File: src/rtl/kris_serial_adder_pkg.sv
// Shared definitions for the bit-serial adder tile: FSM state encoding,
// bit positions within the uio bus, and the fixed uio output-enable pattern.
package kris_serial_adder_pkg;

    typedef enum logic [1:0] {
        IDLE = 2'd0,
        ADD  = 2'd1,
        DONE = 2'd2
    } state_t;

    // uio_in control bits
    localparam int unsigned BIT_LOAD_A = 0;
    localparam int unsigned BIT_LOAD_B = 1;
    localparam int unsigned BIT_START  = 2;
    localparam int unsigned BIT_SUB    = 3;

    // uio_out status bits
    localparam int unsigned BIT_BUSY   = 4;
    localparam int unsigned BIT_DONE   = 5;
    localparam int unsigned BIT_CARRY  = 6;
    localparam int unsigned BIT_OVF    = 7;

    // Upper nibble of uio drives status, lower nibble is input only
    localparam logic [7:0] UIO_OE = 8'hF0;

endpackage

File: src/rtl/kris_fa_bit.sv
// Single-bit combinational full adder, the one arithmetic slice of the
// serial adder.
//   a, b, cin : addend bits and carry in
//   s         : sum bit
//   cout      : carry out (majority of the three inputs)
module kris_fa_bit (
    input  logic a,
    input  logic b,
    input  logic cin,
    output logic s,
    output logic cout
);

    assign s    = a ^ b ^ cin;
    assign cout = (a & b) | (a & cin) | (b & cin);

endmodule

File: src/rtl/tt_um_kris_serial_adder.sv
// Bit-serial adder/subtractor tile. Operands are loaded from ui_in, then
// summed LSB first through one full-adder slice with a registered carry,
// taking WIDTH cycles. Result, carry and signed overflow are latched for
// display and hold their previous values while an operation runs.
//   clk, rst_n : tile clock, asynchronous active-low reset
//   ena        : tile enable; low freezes every register
//   ui_in      : operand data, bits [WIDTH-1:0] used
//   uio_in     : [0] load_a, [1] load_b, [2] start, [3] sub
//   uo_out     : result, zero-extended above WIDTH
//   uio_out    : [4] busy, [5] done, [6] carry, [7] overflow, [3:0] zero
//   uio_oe     : constant 8'hF0
module tt_um_kris_serial_adder
    import kris_serial_adder_pkg::*;
#(
    parameter int WIDTH      = 8,
    parameter bit ACCUMULATE = 1'b1
) (
    input  logic       clk,
    input  logic       rst_n,
    input  logic       ena,
    input  logic [7:0] ui_in,
    input  logic [7:0] uio_in,
    output logic [7:0] uo_out,
    output logic [7:0] uio_out,
    output logic [7:0] uio_oe
);

    localparam int CNT_W = $clog2(WIDTH + 1);

    state_t             state, state_next;
    logic [WIDTH-1:0]   a_reg, b_reg;
    logic [WIDTH-1:0]   a_sh, b_sh, res_sh;
    logic [WIDTH-1:0]   result;
    logic [CNT_W-1:0]   bit_cnt;
    logic               sub_reg, carry_reg;
    logic               carry_flag, ovf_flag;

    logic load_a, load_b, start, sub;
    logic accepting, do_load, do_start, last_bit;
    logic fa_b, fa_s, fa_cout;
    logic [WIDTH-1:0] sum_word;
    logic unused_bits;

    assign load_a = uio_in[BIT_LOAD_A];
    assign load_b = uio_in[BIT_LOAD_B];
    assign start  = uio_in[BIT_START];
    assign sub    = uio_in[BIT_SUB];

    // DONE accepts commands exactly like IDLE; a load wins over start
    assign accepting = (state != ADD);
    assign do_load   = accepting && (load_a || load_b);
    assign do_start  = accepting && start && !load_a && !load_b;
    assign last_bit  = (state == ADD) && (bit_cnt == CNT_W'(WIDTH - 1));

    // Subtraction is A + ~B + 1: invert B here, the +1 is the initial carry
    assign fa_b = b_sh[0] ^ sub_reg;

    kris_fa_bit u_fa (
        .a    (a_sh[0]),
        .b    (fa_b),
        .cin  (carry_reg),
        .s    (fa_s),
        .cout (fa_cout)
    );

    // Complete result word including the bit being produced this cycle
    assign sum_word = {fa_s, res_sh[WIDTH-1:1]};

    always_ff @(posedge clk or negedge rst_n) begin
        if (!rst_n) begin
            state <= IDLE;
        end else if (ena) begin
            state <= state_next;
        end
    end

    always_comb begin
        state_next = state;
        case (state)
            IDLE, DONE: begin
                // A load leaves DONE so the done flag drops
                if (do_load) begin
                    state_next = IDLE;
                end else if (do_start) begin
                    state_next = ADD;
                end
            end
            ADD: begin
                if (last_bit) begin
                    state_next = DONE;
                end
            end
            default: state_next = IDLE;
        endcase
    end

    always_ff @(posedge clk or negedge rst_n) begin
        if (!rst_n) begin
            a_reg      <= '0;
            b_reg      <= '0;
            a_sh       <= '0;
            b_sh       <= '0;
            res_sh     <= '0;
            result     <= '0;
            bit_cnt    <= '0;
            sub_reg    <= 1'b0;
            carry_reg  <= 1'b0;
            carry_flag <= 1'b0;
            ovf_flag   <= 1'b0;
        end else if (ena) begin
            if (do_load) begin
                if (load_a) begin
                    a_reg <= ui_in[WIDTH-1:0];
                end
                if (load_b) begin
                    b_reg <= ui_in[WIDTH-1:0];
                end
            end

            if (do_start) begin
                a_sh      <= a_reg;
                b_sh      <= b_reg;
                sub_reg   <= sub;
                carry_reg <= sub;
                bit_cnt   <= '0;
            end

            if (state == ADD) begin
                a_sh      <= a_sh >> 1;
                b_sh      <= b_sh >> 1;
                res_sh    <= sum_word;
                carry_reg <= fa_cout;
                bit_cnt   <= bit_cnt + 1'b1;
                if (last_bit) begin
                    result     <= sum_word;
                    carry_flag <= fa_cout;
                    // carry_reg holds the carry into the MSB on this edge
                    ovf_flag   <= carry_reg ^ fa_cout;
                    if (ACCUMULATE) begin
                        a_reg <= sum_word;
                    end
                end
            end
        end
    end

    assign uo_out  = 8'(result);
    assign uio_out = {ovf_flag, carry_flag, (state == DONE), (state == ADD), 4'b0000};
    assign uio_oe  = UIO_OE;

    assign unused_bits = ^{uio_in[7:4], ui_in};

endmodule
File: config.mk
export PLATFORM = sky130hd
export DESIGN_NAME = tt_um_kris_serial_adder
export DESIGN_NICKNAME = d
export VERILOG_FILES = /design/src/rtl/kris_serial_adder_pkg.sv /design/src/rtl/kris_fa_bit.sv /design/src/rtl/tt_um_kris_serial_adder.sv
export SDC_FILE = /design/constraint.sdc
export NUM_CORES = 1
export LEC_CHECK = 0
export BUFFER_PORTS_ARGS = -buffer_cell sky130_fd_sc_hd__buf_2
export CAP_MARGIN = 10
export CORE_MARGIN = 2
export CORE_UTILIZATION = 60
export DETAILED_ROUTE_END_ITERATION = 16
export PLACE_DENSITY = 0.88
export SETUP_SLACK_MARGIN = 0.15
export SLEW_MARGIN = 0
export SYNTH_ARGS = -nofsm -noshare
export SYNTH_HDL_FRONTEND = slang
export SYNTH_HIERARCHICAL = 1
export SYNTH_SLANG_ARGS = --single-unit
File: constraint.sdc
create_clock -name clk -period 3.3 [get_ports clk]
set_input_delay 0.66 -clock clk [delete_from_list [all_inputs] [get_ports clk]]
set_output_delay 0.66 -clock clk [all_outputs]
set_load 0.01 [all_outputs]
==> key figures, run 1 <==
GRT
  – Total gr overflow: 0
  – First-pass GRT wire length: 7.893 mm
  – Initial antenna violation count: 0
  – Total track usage: 21.01%
  – Vias in the first global route: 1,616
  – Largest net degree at the start of global routing: 40

Final layout
  – Layout cells sized above 1: 50.23%
  – Most common cell after layout, fill and taps aside: dfrtp_1
  – Cell Count, Final, Fillers Out: 273
  – Fillers: 316
  – NumNets Final: 237
  – Ant diodes: 0
  – Most frequent cells in the layout: dfrtp_1, mux2_2, buf_2
  – Area grow syn2layout: 10.64%

STA
  – Relative slew slack: 45.60%
  – Crit share post-route: 70.30%
  – Period minus WS final: 2.320 ns
  – Setup TNS: 0 ns
  – Final slew viol count: 0
  – Endpoints failing hold: 0
  – # setup viols final: 0
  – Clock skew: 0.005115 ns
  – RSZ-0062 raised after global routing: no
  – Worst-margin pin slew: 0.8161 ns
  – Max Fclk: 431.0 MHz

Pwr
  – Leak: 1.371 nW
  – Max VDD drop: 0.0006411 V
  – P per Cell Area: 1026 nW/µm²

Clock tree
  – Clock transition at path regs: 0.07 ns
  – Post-CTS Hold Buffers: 0
  – CTS max path bufs: 2
  – CTS tree: built
  – CTS Root Cell: clkbuf_8
  – H-tree Lvls: 3
  – Post-CTS sizing: 0
  – Clock sink total: 57
  – Setup bufs post-CTS: 0
  – Total CTS buffers: 9
  – Clk Latency, worst-skew pair: 0.34 ns

Die
  – Placeable Area: 4324 µm²
  – Starting density of the core: 62.01%
  – Die span in y: 70.85 µm
  – I/O pins: 43
  – Rows: 24
  – Die X: 70.85 µm
  – Die area: 5020 µm²

Placed design
  – # port buffers: 26
  – Placed cell count: 257
  – Routability Congestion: 0.7719
  – DP HPWL: 3.166 mm

Critical path
  – CP delay by family, top: buffers and inverters
  – Crit path required time: 2.64 ns
  – WP data arrival: 1.66 ns
  – Crit path cell chain: nand2b_2 -> inv_2 -> buf_2
  – Worst stage delay on the critical path: 0.42 ns
  – CP Max Fanout: 21
  – Setup Crit Path Kind: register to primary output
  – Buf/Inv on CP: 2
  – CP Capture Type: primary output
  – Startpoint Class: register
  – CP max stage cell: dfrtp_1

Yosys
  – Yosys top cell by area: dfrtp_1
  – Post-synthesis sequential area ratio: 53.20%
  – Netlist cell types: 33
  – Cell area after synthesis: 2681 µm²
  – Syn Area/Cell: 14.11 µm²
  – FF+latch count, synth: 57
  – Gate Count Post-Synth: 190
  – Yosys top cell area share: 53.20%
  – Synth top area cells: dfrtp_1, mux2_2, mux2_4
  – Yosys warnings: 6

Drt
  – Vias per cell: 5.678
  – Wire per inst: 17.06 µm
  – Pre-Repair DR Iteration Count: 4
  – Initial detailed-routing violation count: 55
  – WL final: 4.657 mm
  – Residual DRC: 0
  – DR vias: 1,550
  – Final ANT Viol Nets: 0

Flow run
  – Max-Cap Viols: 0

Min path
  – Hold WC Path Type: input pin to asynchronous set/reset pin

Outcome
  – Outcome: finished, final reports clean
## worst register-to-register path, stage by stage (launching register included)
cell	delay (ns)
dfrtp_1	0.42
nand2b_2	0.34
inv_2	0.36
o21a_1	0.45
buf_4	0.29
mux2_4	0.32
## routing by layer
metal	track usage, %	vias up	wire length (µm)
met4	10.69	0	112
met3	6.553	12	186
met5	0	-	0
li1	-	717	-
met2	32.40	29	2287
met1	27.01	792	2071
## path summary, 6_finish.rpt
| kind | slack [ns] | from | cells past startpoint | end |
|---|---|---|---|---|
| setup / recovery | 0.98 | state[1] | 3 | uio_out[4] |
| hold / removal | 0.25 | rst_n | 1 | uo_out[1] |
| setup reg to reg | 1.01 | state[1] | 5 | a_sh[5] |
| hold reg to reg | 0.50 | uo_out[2] | 1 | uo_out[2] |
| max in group asynchronous | 2.21 | rst_n | 2 | b_reg[1] |
| min in group clk | 0.50 | uo_out[2] | 1 | uo_out[2] |
## cell type report
type | count | area, µm² | share of cell area [%]
Clock buffer | 10 | 127.6 | 4.302
Clock inverter | 6 | 82.58 | 2.784
Inverter | 1 | 3.754 | 0.1265
Multi-Input combinational cell | 118 | 1109 | 37.37
Sequential cell | 57 | 1426 | 48.08
Tap cell | 52 | 65.06 | 2.193
Timing Repair Buffer | 29 | 152.6 | 5.145
## cell families after synthesis
logic type / after synthesis / synth area share, %
adders and majority gates: 2 / 1.213
and+or+nand+nor: 24 / 5.460
muxes: 56 / 24.92
AOI/OAI and AO/OA: 21 / 7.094
DFF: 57 / 53.20
buffers and inverters: 25 / 6.859
other: 2 / 0.2801
xor gates and xnor gates: 3 / 0.9801
## cells in the mapped netlist
cell	n
fa_1	1
o21ai_0	2
nand3b_1	2
a32o_1	1
nor2_1	1
ha_1	1
nand2b_1	1
or3_1	9
o41ai_1	1
mux2_4	10
mux2_2	46
o221a_2	8
buf_2	3
nand2_1	3
inv_2	1
nor3b_1	1
a21oi_1	4
buf_4	15
a31oi_1	1
nand4b_1	1
conb_1	2
o22ai_4	1
and3_1	1
buf_6	4
or2_1	1
nand2b_2	1
xor2_1	3
dfrtp_1	57
nand3_1	2
nor2b_1	1
o21a_1	1
a22o_1	2
clkbuf_1	2
## stage by stage
step / utilization (%) / total power [W] / cell area, µm² / setup slack, ns / hold WS (ns)
5_1_grt: 68.61 / 0.003223 / 2967 / 0.8854 / 0.2781
6_report: 68.61 / 0.003044 / 2967 / 0.9799 / 0.2495
3_3_place_gp: 63.74 / 0.002281 / 2756 / 0.9843 / 0.4780
4_1_cts: 68.61 / 0.003077 / 2967 / 0.9588 / 0.2517
2_1_floorplan: - / 0.002122 / 2719 / 1.488 / 0.3644
3_5_place_dp: 63.74 / 0.002354 / 2756 / 0.9515 / 0.4875
## where the power goes
group | switching [W] | internal, W
registers | 0.000218 | 0.00103
logic | 0.000447 | 0.000643
clock network | 0.000283 | 0.000421
No activity file was read; power rests on OpenSTA's default activity.
==> inputs of run 2 (changes only) <==
--- a/config.mk
+++ b/config.mk
@@ -8,9 +8,9 @@
 export BUFFER_PORTS_ARGS = -buffer_cell sky130_fd_sc_hd__buf_2
 export CAP_MARGIN = 10
 export CORE_MARGIN = 2
-export CORE_UTILIZATION = 60
+export CORE_UTILIZATION = 56
 export DETAILED_ROUTE_END_ITERATION = 16
-export PLACE_DENSITY = 0.88
+export PLACE_DENSITY = 0.83
 export SETUP_SLACK_MARGIN = 0.15
 export SLEW_MARGIN = 0
 export SYNTH_ARGS = -nofsm -noshare
==> constraint.sdc (replaced) <==
create_clock -name clk -period 2.4 [get_ports clk]
set_input_delay 0.48 -clock clk [delete_from_list [all_inputs] [get_ports clk]]
set_output_delay 0.48 -clock clk [all_outputs]
set_load 0.01 [all_outputs]
==> run 2 against run 1 <==
Against the previous run:
- routed wire length fell by 3.4%
- critical path depth rose by 1
- sequential share of layout area rose by 0.49 points
- register-to-register slack got worse by 0.63 ns
- worst setup slack got worse by 0.60 ns
- non-clock buffer count rose by 2
- final cell count rose by 1.1%
- cell area fell by 1.0%
- utilization fell by 5.6 points
- largest power group unchanged
==> key figures, run 2 (same netlist as run 1, synthesis figures left out) <==
Outcome
  – Outcome: finished, final reports clean

GRT
  – Vias in the first global route: 1,559 (-3.5%)
  – Total track usage: 20.37% (-0.64 points)
  – Largest net degree at the start of global routing: 58 (+45%)
  – Total gr overflow: 0 (unchanged)
  – Initial antenna violation count: 0 (unchanged)
  – First-pass GRT wire length: 7.921 mm (+0.35%)

Critical path
  – CP Max Fanout: 19 (-9.5%)
  – Startpoint Class: register
  – Setup Crit Path Kind: register to register
  – Crit path required time: 2.61 ns (-0.03 ns)
  – CP Capture Type: register
  – WP data arrival: 2.23 ns (+0.57 ns)

Final layout
  – Layout cells sized above 1: 50.00% (-0.23 points)
  – Ant diodes: 0 (unchanged)
  – Area grow syn2layout: 9.519%
  – NumNets Final: 239 (+0.84%)
  – Most frequent cells in the layout: dfrtp_1, mux2_2, buf_2
  – Post-route core utilization: 63.01% (-5.6 points)
  – Most common cell after layout, fill and taps aside: dfrtp_1

Clock tree
  – Total CTS buffers: 9 (unchanged)
  – Clock sink total: 57 (unchanged)
  – Post-CTS sizing: 0 (unchanged)
  – H-tree Lvls: 3 (unchanged)
  – Post-CTS Hold Buffers: 0 (unchanged)
  – Clk Latency, worst-skew pair: 0.33 ns (about the same)
  – CTS Root Cell: clkbuf_8
  – Clock transition at path regs: 0.06 ns (about the same)
  – CTS max path bufs: 2 (unchanged)
  – Setup bufs post-CTS: 0 (unchanged)
  – CTS tree: built

Placed design
  – # port buffers: 26 (unchanged)
  – DP HPWL: 3.053 mm (-3.6%)
  – Routability Congestion: 0.7925 (+2.7%)

Die
  – Placeable Area: 4661 µm² (+7.8%)
  – Die X: 73.20 µm (+3.3%)
  – Die area: 5358 µm² (+6.7%)
  – Die span in y: 73.20 µm (+3.3%)
  – I/O pins: 43 (unchanged)
  – Starting density of the core: 57.53% (-4.5 points)
  – Rows: 25 (+4.2%)

Flow run
  – Max-Cap Viols: 0 (unchanged)

Drt
  – WL final: 4.499 mm (-3.4%)
  – Final ANT Viol Nets: 0 (unchanged)
  – Pre-Repair DR Iteration Count: 4 (unchanged)
  – DR vias: 1,548 (-0.13%)
  – Residual DRC: 0 (unchanged)
  – Vias per cell: 5.609 (-1.2%)
  – Initial detailed-routing violation count: 59 (+7.3%)
  – Wire per inst: 16.30 µm (-4.4%)

STA
  – Max Fclk: 495.1 MHz
  – Clock skew: 0.006269 ns (+0.001153 ns)
  – # setup viols final: 0 (unchanged)
  – Final slew viol count: 0 (unchanged)
  – Worst-margin pin slew: 0.8363 ns (+0.02026 ns)
  – Setup TNS: 0 ns (unchanged)
  – Endpoints failing hold: 0 (unchanged)
  – Relative slew slack: 44.25% (-1.4 points)
  – RSZ-0062 raised after global routing: no
  – Crit share post-route: 84.16%
  – Period minus WS final: 2.020 ns

Pwr
  – Max VDD drop: 0.0008074 V (+26%)
  – Leak: 1.357 nW (-1.0%)
  – P per Cell Area: 1354 nW/µm² (+32%)

Min path
  – Hold WC Path Type: input pin to asynchronous set/reset pin
## run 2: metal layers
metal | track usage (%) | up-vias | share of wire, %
met5 | 0 | - | 0
met4 | 10.49 | 0 | 1.9
met3 | 5.387 | 8 | 3.3
met2 | 29.03 | 32 | 47
met1 | 28.65 | 787 | 47
li1 | - | 721 | -
## run 2: metrics by stage
step / hold WS (ns) / power [W] / instances / setup WS, ns / cell area [µm²]
after floorplan: 0.1844 / 0.002918 / 200 / 0.7683 / 2719
after global placement: 0.4801 / 0.003168 / 261 / 0.4006 / 2774
after detailed placement: 0.4855 / 0.003252 / 261 / 0.4043 / 2774
after CTS: 0.3080 / 0.004014 / 276 / 0.3909 / 2937
after global routing: 0.3578 / 0.004257 / 276 / 0.2942 / 2937
final: 0.2745 / 0.003977 / 276 / 0.3802 / 2937
## run 2: final timing paths
kind,end,slack [ns],startpoint,cells after the start
hold reg to reg,uo_out[2],0.50,uo_out[2],1
min in group clk,b_reg[0],0.40,ui_in[0],2
setup / recovery,uo_out[4],0.38,bit_cnt[0],4
max in group asynchronous,b_sh[4],1.66,rst_n,2
hold / removal,uo_out[5],0.27,rst_n,2
setup reg to reg,uo_out[4],0.38,bit_cnt[0],4
## run 2: layout make-up
cell class	instances	area, µm²
clock buffer	12	145.1
clock inverter	3	17.52
fill	372	1724
inverter	1	3.754
multi-input combinational	118	1109
sequential	57	1426
tap	54	67.56
timing repair buffer	31	167.7
## run 2: worst max-delay path, stage by stage (launching register included)
cell	delay [ns]
dfrtp_1	0.40
ha_1	0.23
nand3b_1	0.18
or2_1	0.69
mux2_2	0.41
## run 2: where the power goes
group | leakage, nW | total (W) | internal (W) | switching [W]
logic | 0.586 | 0.00152 | 0.000909 | 0.000610
clock network | 0.0822 | 0.000752 | 0.000393 | 0.000358
registers | 0.689 | 0.00171 | 0.00142 | 0.000287
